--- config.mk ---
export PLATFORM = sky130hd
export DESIGN_NAME = dallanma_cozum_kuyrugu
export DESIGN_NICKNAME = d
export VERILOG_FILES = /design/src/rtl/dallanma_cozum_kuyrugu_pkg.sv /design/src/rtl/dallanma_fifo_bellek.sv /design/src/rtl/dallanma_cozum_kuyrugu.sv
export SDC_FILE = /design/constraint.sdc
export NUM_CORES = 1
export LEC_CHECK = 0
export BUFFER_PORTS_ARGS = -buffer_cell sky130_fd_sc_hd__clkbuf_2
export CAP_MARGIN = 20
export CORE_MARGIN = 5
export CORE_UTILIZATION = 50
export CTS_CLUSTER_SIZE = 28
export DETAILED_ROUTE_END_ITERATION = 8
export PLACE_DENSITY = 0.81
export SLEW_MARGIN = 20
export SYNTH_ARGS = -nofsm -noshare
export SYNTH_HDL_FRONTEND = slang
export SYNTH_SLANG_ARGS = --single-unit
--- constraint.sdc ---
create_clock -name i_saat -period 7.7 [get_ports i_saat]
set_input_delay 0.385 -clock i_saat [delete_from_list [all_inputs] [get_ports i_saat]]
set_output_delay 0.385 -clock i_saat [all_outputs]
set_load 0.1 [all_outputs]
--- src/rtl/dallanma_cozum_kuyrugu_pkg.sv ---
// Shared types and constants for the branch resolution queue.
// Entry layout is fixed by IDX_W below; the top's IDX_W parameter defaults to it.
package dallanma_cozum_kuyrugu_pkg;

  localparam int IDX_W_VARSAYILAN = 5;
  localparam logic [31:0] PC_ADIM = 32'd4;

  typedef struct packed {
    logic                        yon;
    logic [IDX_W_VARSAYILAN-1:0] adres;
    logic [31:0]                 pc;
  } dallanma_giris_t;

  // Fall-through address of a branch that was wrongly predicted taken.
  function automatic logic [31:0] sonraki_pc(input logic [31:0] pc);
    return pc + PC_ADIM;
  endfunction

endpackage

--- src/rtl/dallanma_fifo_bellek.sv ---
// Entry storage for the resolution queue: synchronous write at tail,
// combinational read at head. Storage is intentionally not reset.
module dallanma_fifo_bellek
  import dallanma_cozum_kuyrugu_pkg::*;
#(
  parameter int DEPTH = 4,
  parameter int PTR_W = $clog2(DEPTH)
) (
  input  logic                 i_saat,
  input  logic                 i_yaz,
  input  logic [PTR_W-1:0]     i_yaz_adr,
  input  dallanma_giris_t      i_yaz_veri,
  input  logic [PTR_W-1:0]     i_oku_adr,
  output dallanma_giris_t      o_oku_veri
);

  dallanma_giris_t bellek [DEPTH];

  always_ff @(posedge i_saat) begin
    if (i_yaz) begin
      bellek[i_yaz_adr] <= i_yaz_veri;
    end
  end

  assign o_oku_veri = bellek[i_oku_adr];

endmodule

--- src/rtl/dallanma_cozum_kuyrugu.sv ---
// In-order branch resolution queue: compares each resolved outcome against
// its stored prediction and emits registered predictor updates and redirects.
module dallanma_cozum_kuyrugu
  import dallanma_cozum_kuyrugu_pkg::*;
#(
  parameter int DEPTH = 4,
  parameter int IDX_W = IDX_W_VARSAYILAN
) (
  input  logic             i_saat,
  input  logic             i_reset,
  input  logic             i_tahmin_gecerli,
  input  logic             i_tahmin_yon,
  input  logic [IDX_W-1:0] i_tahmin_adres,
  input  logic [31:0]      i_tahmin_pc,
  input  logic             i_coz_gecerli,
  input  logic             i_coz_atladi,
  input  logic [31:0]      i_coz_hedef,
  output logic             o_dolu,
  output logic             o_bos,
  output logic             o_guncelle_gecerli,
  output logic [IDX_W-1:0] o_guncelle_adres,
  output logic             o_guncelle_atladi,
  output logic             o_ongoru_yanlis,
  output logic [31:0]      o_duzeltme_pc,
  output logic             o_hata
);

  localparam int PTR_W   = $clog2(DEPTH);
  localparam int SAYAC_W = PTR_W + 1;

  // Handshake: a push is taken when i_tahmin_gecerli is high and o_dolu was low
  // after the previous edge; a resolve is taken when i_coz_gecerli is high and
  // o_bos was low. There is no back-pressure toward the predictor.

  logic [PTR_W-1:0]   bas;
  logic [PTR_W-1:0]   kuyruk;
  logic [SAYAC_W-1:0] sayac;

  dallanma_giris_t    bas_giris;
  dallanma_giris_t    yaz_giris;

  logic itme_kabul;
  logic coz_kabul;
  logic yanlis;
  logic yaz_en;

  assign o_dolu = (sayac == SAYAC_W'(DEPTH));
  assign o_bos  = (sayac == '0);

  assign itme_kabul = i_tahmin_gecerli && !o_dolu;
  assign coz_kabul  = i_coz_gecerli && !o_bos;
  assign yanlis     = coz_kabul && (bas_giris.yon != i_coz_atladi);
  // A push alongside a mispredict lies on the wrong path and is dropped.
  assign yaz_en     = itme_kabul && !yanlis;

  always_comb begin
    yaz_giris       = '0;
    yaz_giris.yon   = i_tahmin_yon;
    yaz_giris.adres = i_tahmin_adres;
    yaz_giris.pc    = i_tahmin_pc;
  end

  dallanma_fifo_bellek #(
    .DEPTH (DEPTH),
    .PTR_W (PTR_W)
  ) u_bellek (
    .i_saat     (i_saat),
    .i_yaz      (yaz_en),
    .i_yaz_adr  (kuyruk),
    .i_yaz_veri (yaz_giris),
    .i_oku_adr  (bas),
    .o_oku_veri (bas_giris)
  );

  always_ff @(posedge i_saat) begin
    if (i_reset) begin
      bas                <= '0;
      kuyruk             <= '0;
      sayac              <= '0;
      o_guncelle_gecerli <= 1'b0;
      o_guncelle_adres   <= '0;
      o_guncelle_atladi  <= 1'b0;
      o_ongoru_yanlis    <= 1'b0;
      o_duzeltme_pc      <= '0;
      o_hata             <= 1'b0;
    end else begin
      o_guncelle_gecerli <= coz_kabul;
      o_guncelle_adres   <= coz_kabul ? bas_giris.adres : '0;
      o_guncelle_atladi  <= coz_kabul && i_coz_atladi;
      o_ongoru_yanlis    <= yanlis;
      o_duzeltme_pc      <= '0;

      if (yanlis) begin
        o_duzeltme_pc <= i_coz_atladi ? i_coz_hedef : sonraki_pc(bas_giris.pc);
        bas           <= '0;
        kuyruk        <= '0;
        sayac         <= '0;
      end else begin
        if (coz_kabul) begin
          bas <= bas + PTR_W'(1);
        end
        if (itme_kabul) begin
          kuyruk <= kuyruk + PTR_W'(1);
        end
        sayac <= sayac + SAYAC_W'(itme_kabul) - SAYAC_W'(coz_kabul);
      end

      if ((i_tahmin_gecerli && o_dolu) || (i_coz_gecerli && o_bos)) begin
        o_hata <= 1'b1;
      end
    end
  end

endmodule

==> metrics.cfg <==
[global_route]
grtUsageTotal_pct=17.8
grt-ovfl-total=0
antenna_found_initial=0
grt_start_max_net_pins=46
grt_pass1_wl_mm=24.9
grt_pass1_vias=4654

[power_and_ir_drop]
p_leak_uw=0.00336
p_int_uw=2190
p_seq_share_pct=42.8
combinationalPowerShare_pct=28.7
powerDensity_mw_per_mm2=350
pwr-share-clk_pct=28.4
switchingPower_uw=1070
netSwitchingFraction_pct=32.8
irDropWorstVdd_uv=170
power_uw=3260

[critical_path]
critPathKind=reg -> reg
crit_end=o_duzeltme_pc[21]
critPathArrivalTime_ns=3.75
slowest_delay_ns=0.67
r2r-end=o_duzeltme_pc[21]
r2r_cells=7
crit_path_cell_trace=buf_4 -> mux4_1 -> xnor2_1 -> or3_1 -> inv_1 -> o21ai_0 -> a21oi_1
cp_max_fo=38
crit_slowest_cell=mux4_1
cp.required_ns=8.11
r2r_setup_slack_ns=4.36
cp-end-kind=register
worst_setup_path_start_kind=register

[cts]
clk_pin_slew_worst_paths_ns=0.06
cts.sinks=202
htree_levels=1
cts-resized-gates=0
cts_buffers=20
clockBufferDepth=3
cts_setup_buffers=0
cts_tree=done
clock-root-buffer=clkbuf_16
cts_hold_buf=0
clk_latency_ns=0.49

[worst_hold_path]
hold_class=in -> reg

[yosys]
syn_area_mm2=0.00791
netlist_top_cells_count=152 x edfxtp_1, 50 x dfxtp_1, 36 x nor2_1
synth.distinct_cells=40
seq_area_frac_synth_pct=70.3
syn_avg_cell_area_um2=16.8
netlist_instances=471
yosysWarnings=0
synthArstFlopShare_pct=0
ys.flop_type=edfxtp_1
synth_seq_cells=202
synth.area.top_cells=edfxtp_1 58%, dfxtp_1 13%, mux4_2 6.5%
synth_edf_count=152
synth_nets=554
yosysTopAreaCellShare_pct=57.7
yosysMostFrequentCell=edfxtp_1
yosysTopAreaCell=edfxtp_1

[timing]
finalHoldViolations=0
worstMarginPinSlew_ns=1.06
max_slew_margin_pct=29.1
slew_violations=0
clock_skew_ns=0.0172
timing.setup.tns_ns=0
rsz0062_at_grt=false
finalSetupViolCount=0
setup_ws_ns=4.36
timing.final.crit_share_pct=43.4
fin_crit_ns=3.34
fmax_mhz=299

[placement]
port-buffer-count=117
pre_cts_slack_ns=4.40
hpwl_mm=10.8
place.gp.congestion=0.748

[floorplan]
fp.dieW_um=136
core_mm2=0.0157
start_util_pct=50.4
boundaryPins=118
chipHeight_um=136
fp-row-count=46
die_area_mm2=0.0184

[finish]
drive_gt1_share_pct=30.9
n_antenna_cell=0
area_growth_pct=17.7
final_nets=675

[detailed_routing]
vias_per_cell=5.46
route.detailed.drc=0
ant_nets=0
num_vias=4486
drt-total-wl_mm=16.6
wl_per_cell_um=20.2
first_pass_iters=5
drt_iter0_markers=319

[job]
maxCapViolCount=0

[outcome]
run_status=complete, no violations

-- cells by family after synthesis --
logic type	after synthesis	share of synthesized area [%]
muxes	47	12.5
and+or+nand+nor	103	7.18
buffers and inverters	32	1.96
xor gates and xnor gates	31	3.43
adders and majority gates	8	1.36
DFF	202	70.3
AOI/OAI and AO/OA	48	3.23
-- cells in the final DEF, fill, tap and decap left out, types with 3 or more instances in the layout --
master       n
nand4_1      4
and2_2       4
nor2_1      36
inv_1       12
dfxtp_1     48
mux2i_1      8
clkbuf_1     5
edfxtp_1   152
clkbuf_2   117
mux4_1      14
xnor2_1     17
nand3_1      9
nor3_1       5
mux4_2      23
nand2_1     13
a21oi_1     23
ha_1         7
clkbuf_16   21
xor2_1      14
a211oi_1     4
o21ai_0     18
or3_1        4
and2_1       7
nand4b_1     3
clkinv_2     4
nand2b_1     4
-- power by group through the flow --
| stage | clock (uW) | sequential (uW) | combinational, uW |
|---|---|---|---|
| floorplan | 0 | 1600 | 564 |
| global placement | 0 | 1410 | 915 |
| detailed placement | 0 | 1420 | 933 |
| CTS | 942 | 1400 | 942 |
| global route | 987 | 1410 | 997 |
| finish | 927 | 1400 | 936 |
-- state kept, by name, indices dropped and copies added (netlist names), named ones only --
| register | flops |
|---|---|
| kuyruk | 2 |
| sayac | 3 |
| o_guncelle_adres | 5 |
| u_bellek.bellek | 152 |
| o_duzeltme_pc | 32 |
| o_ongoru_yanlis | 1 |
| bas | 2 |
| o_guncelle_gecerli | 1 |
| o_hata | 1 |
| o_guncelle_atladi | 1 |
-- per-layer routing --
metal | global-route usage [%] | routed length (um) | vias up
met1 | 21.9 | 6450 | 2220
met3 | 3.31 | 1090 | 39
met5 | 0 | 0 | -
met4 | 6.94 | 535 | 0
met2 | 31.3 | 8490 | 186
li1 | - | - | 2041
-- how the worst min path moves through the flow --
stage / start / endpoint / slack, ns / depth (start not counted)
global route: i_tahmin_pc[15] / u_bellek.bellek[3][15] / 0.11 / 1
global placement: o_hata / o_hata / 0.45 / 2
detailed placement: o_hata / o_hata / 0.47 / 2
floorplan: i_reset / o_hata / 0.46 / 1
finish: i_tahmin_pc[25] / u_bellek.bellek[2][25] / 0.11 / 1
CTS: i_tahmin_pc[31] / u_bellek.bellek[0][31] / 0.1 / 1
-- cell type report --
cell class,count,area (um2)
Sequential cell,202,5570
Inverter,12,45.0
Timing Repair Buffer,119,601
Fill cell,1150,6400
Clock inverter,9,72.6
Multi-Input combinational cell,237,2200
Tap cell,216,270
Clock buffer,27,558
-- worst max-delay path: cells and delay by family, from the launching register on --
kind / cells / cell delay [ns]
buf+inv: 2 / 1.12
compound gates: 2 / 0.38
mux: 1 / 0.67
xor+xnor: 1 / 0.16
simple gates: 1 / 0.62
flops: 1 / 0.31
-- per-stage QoR --
step	util [%]	instance area (um2)	hold slack, ns	cells
2_1_floorplan	-	7910	0.457	471
3_3_place_gp	55.2	8680	0.454	786
3_5_place_dp	55.2	8680	0.473	786
4_1_cts	59.3	9310	0.0992	822
5_1_grt	59.3	9310	0.110	822
6_report	59.3	9310	0.114	822
Note: power is estimated with default switching activity, not from simulation.
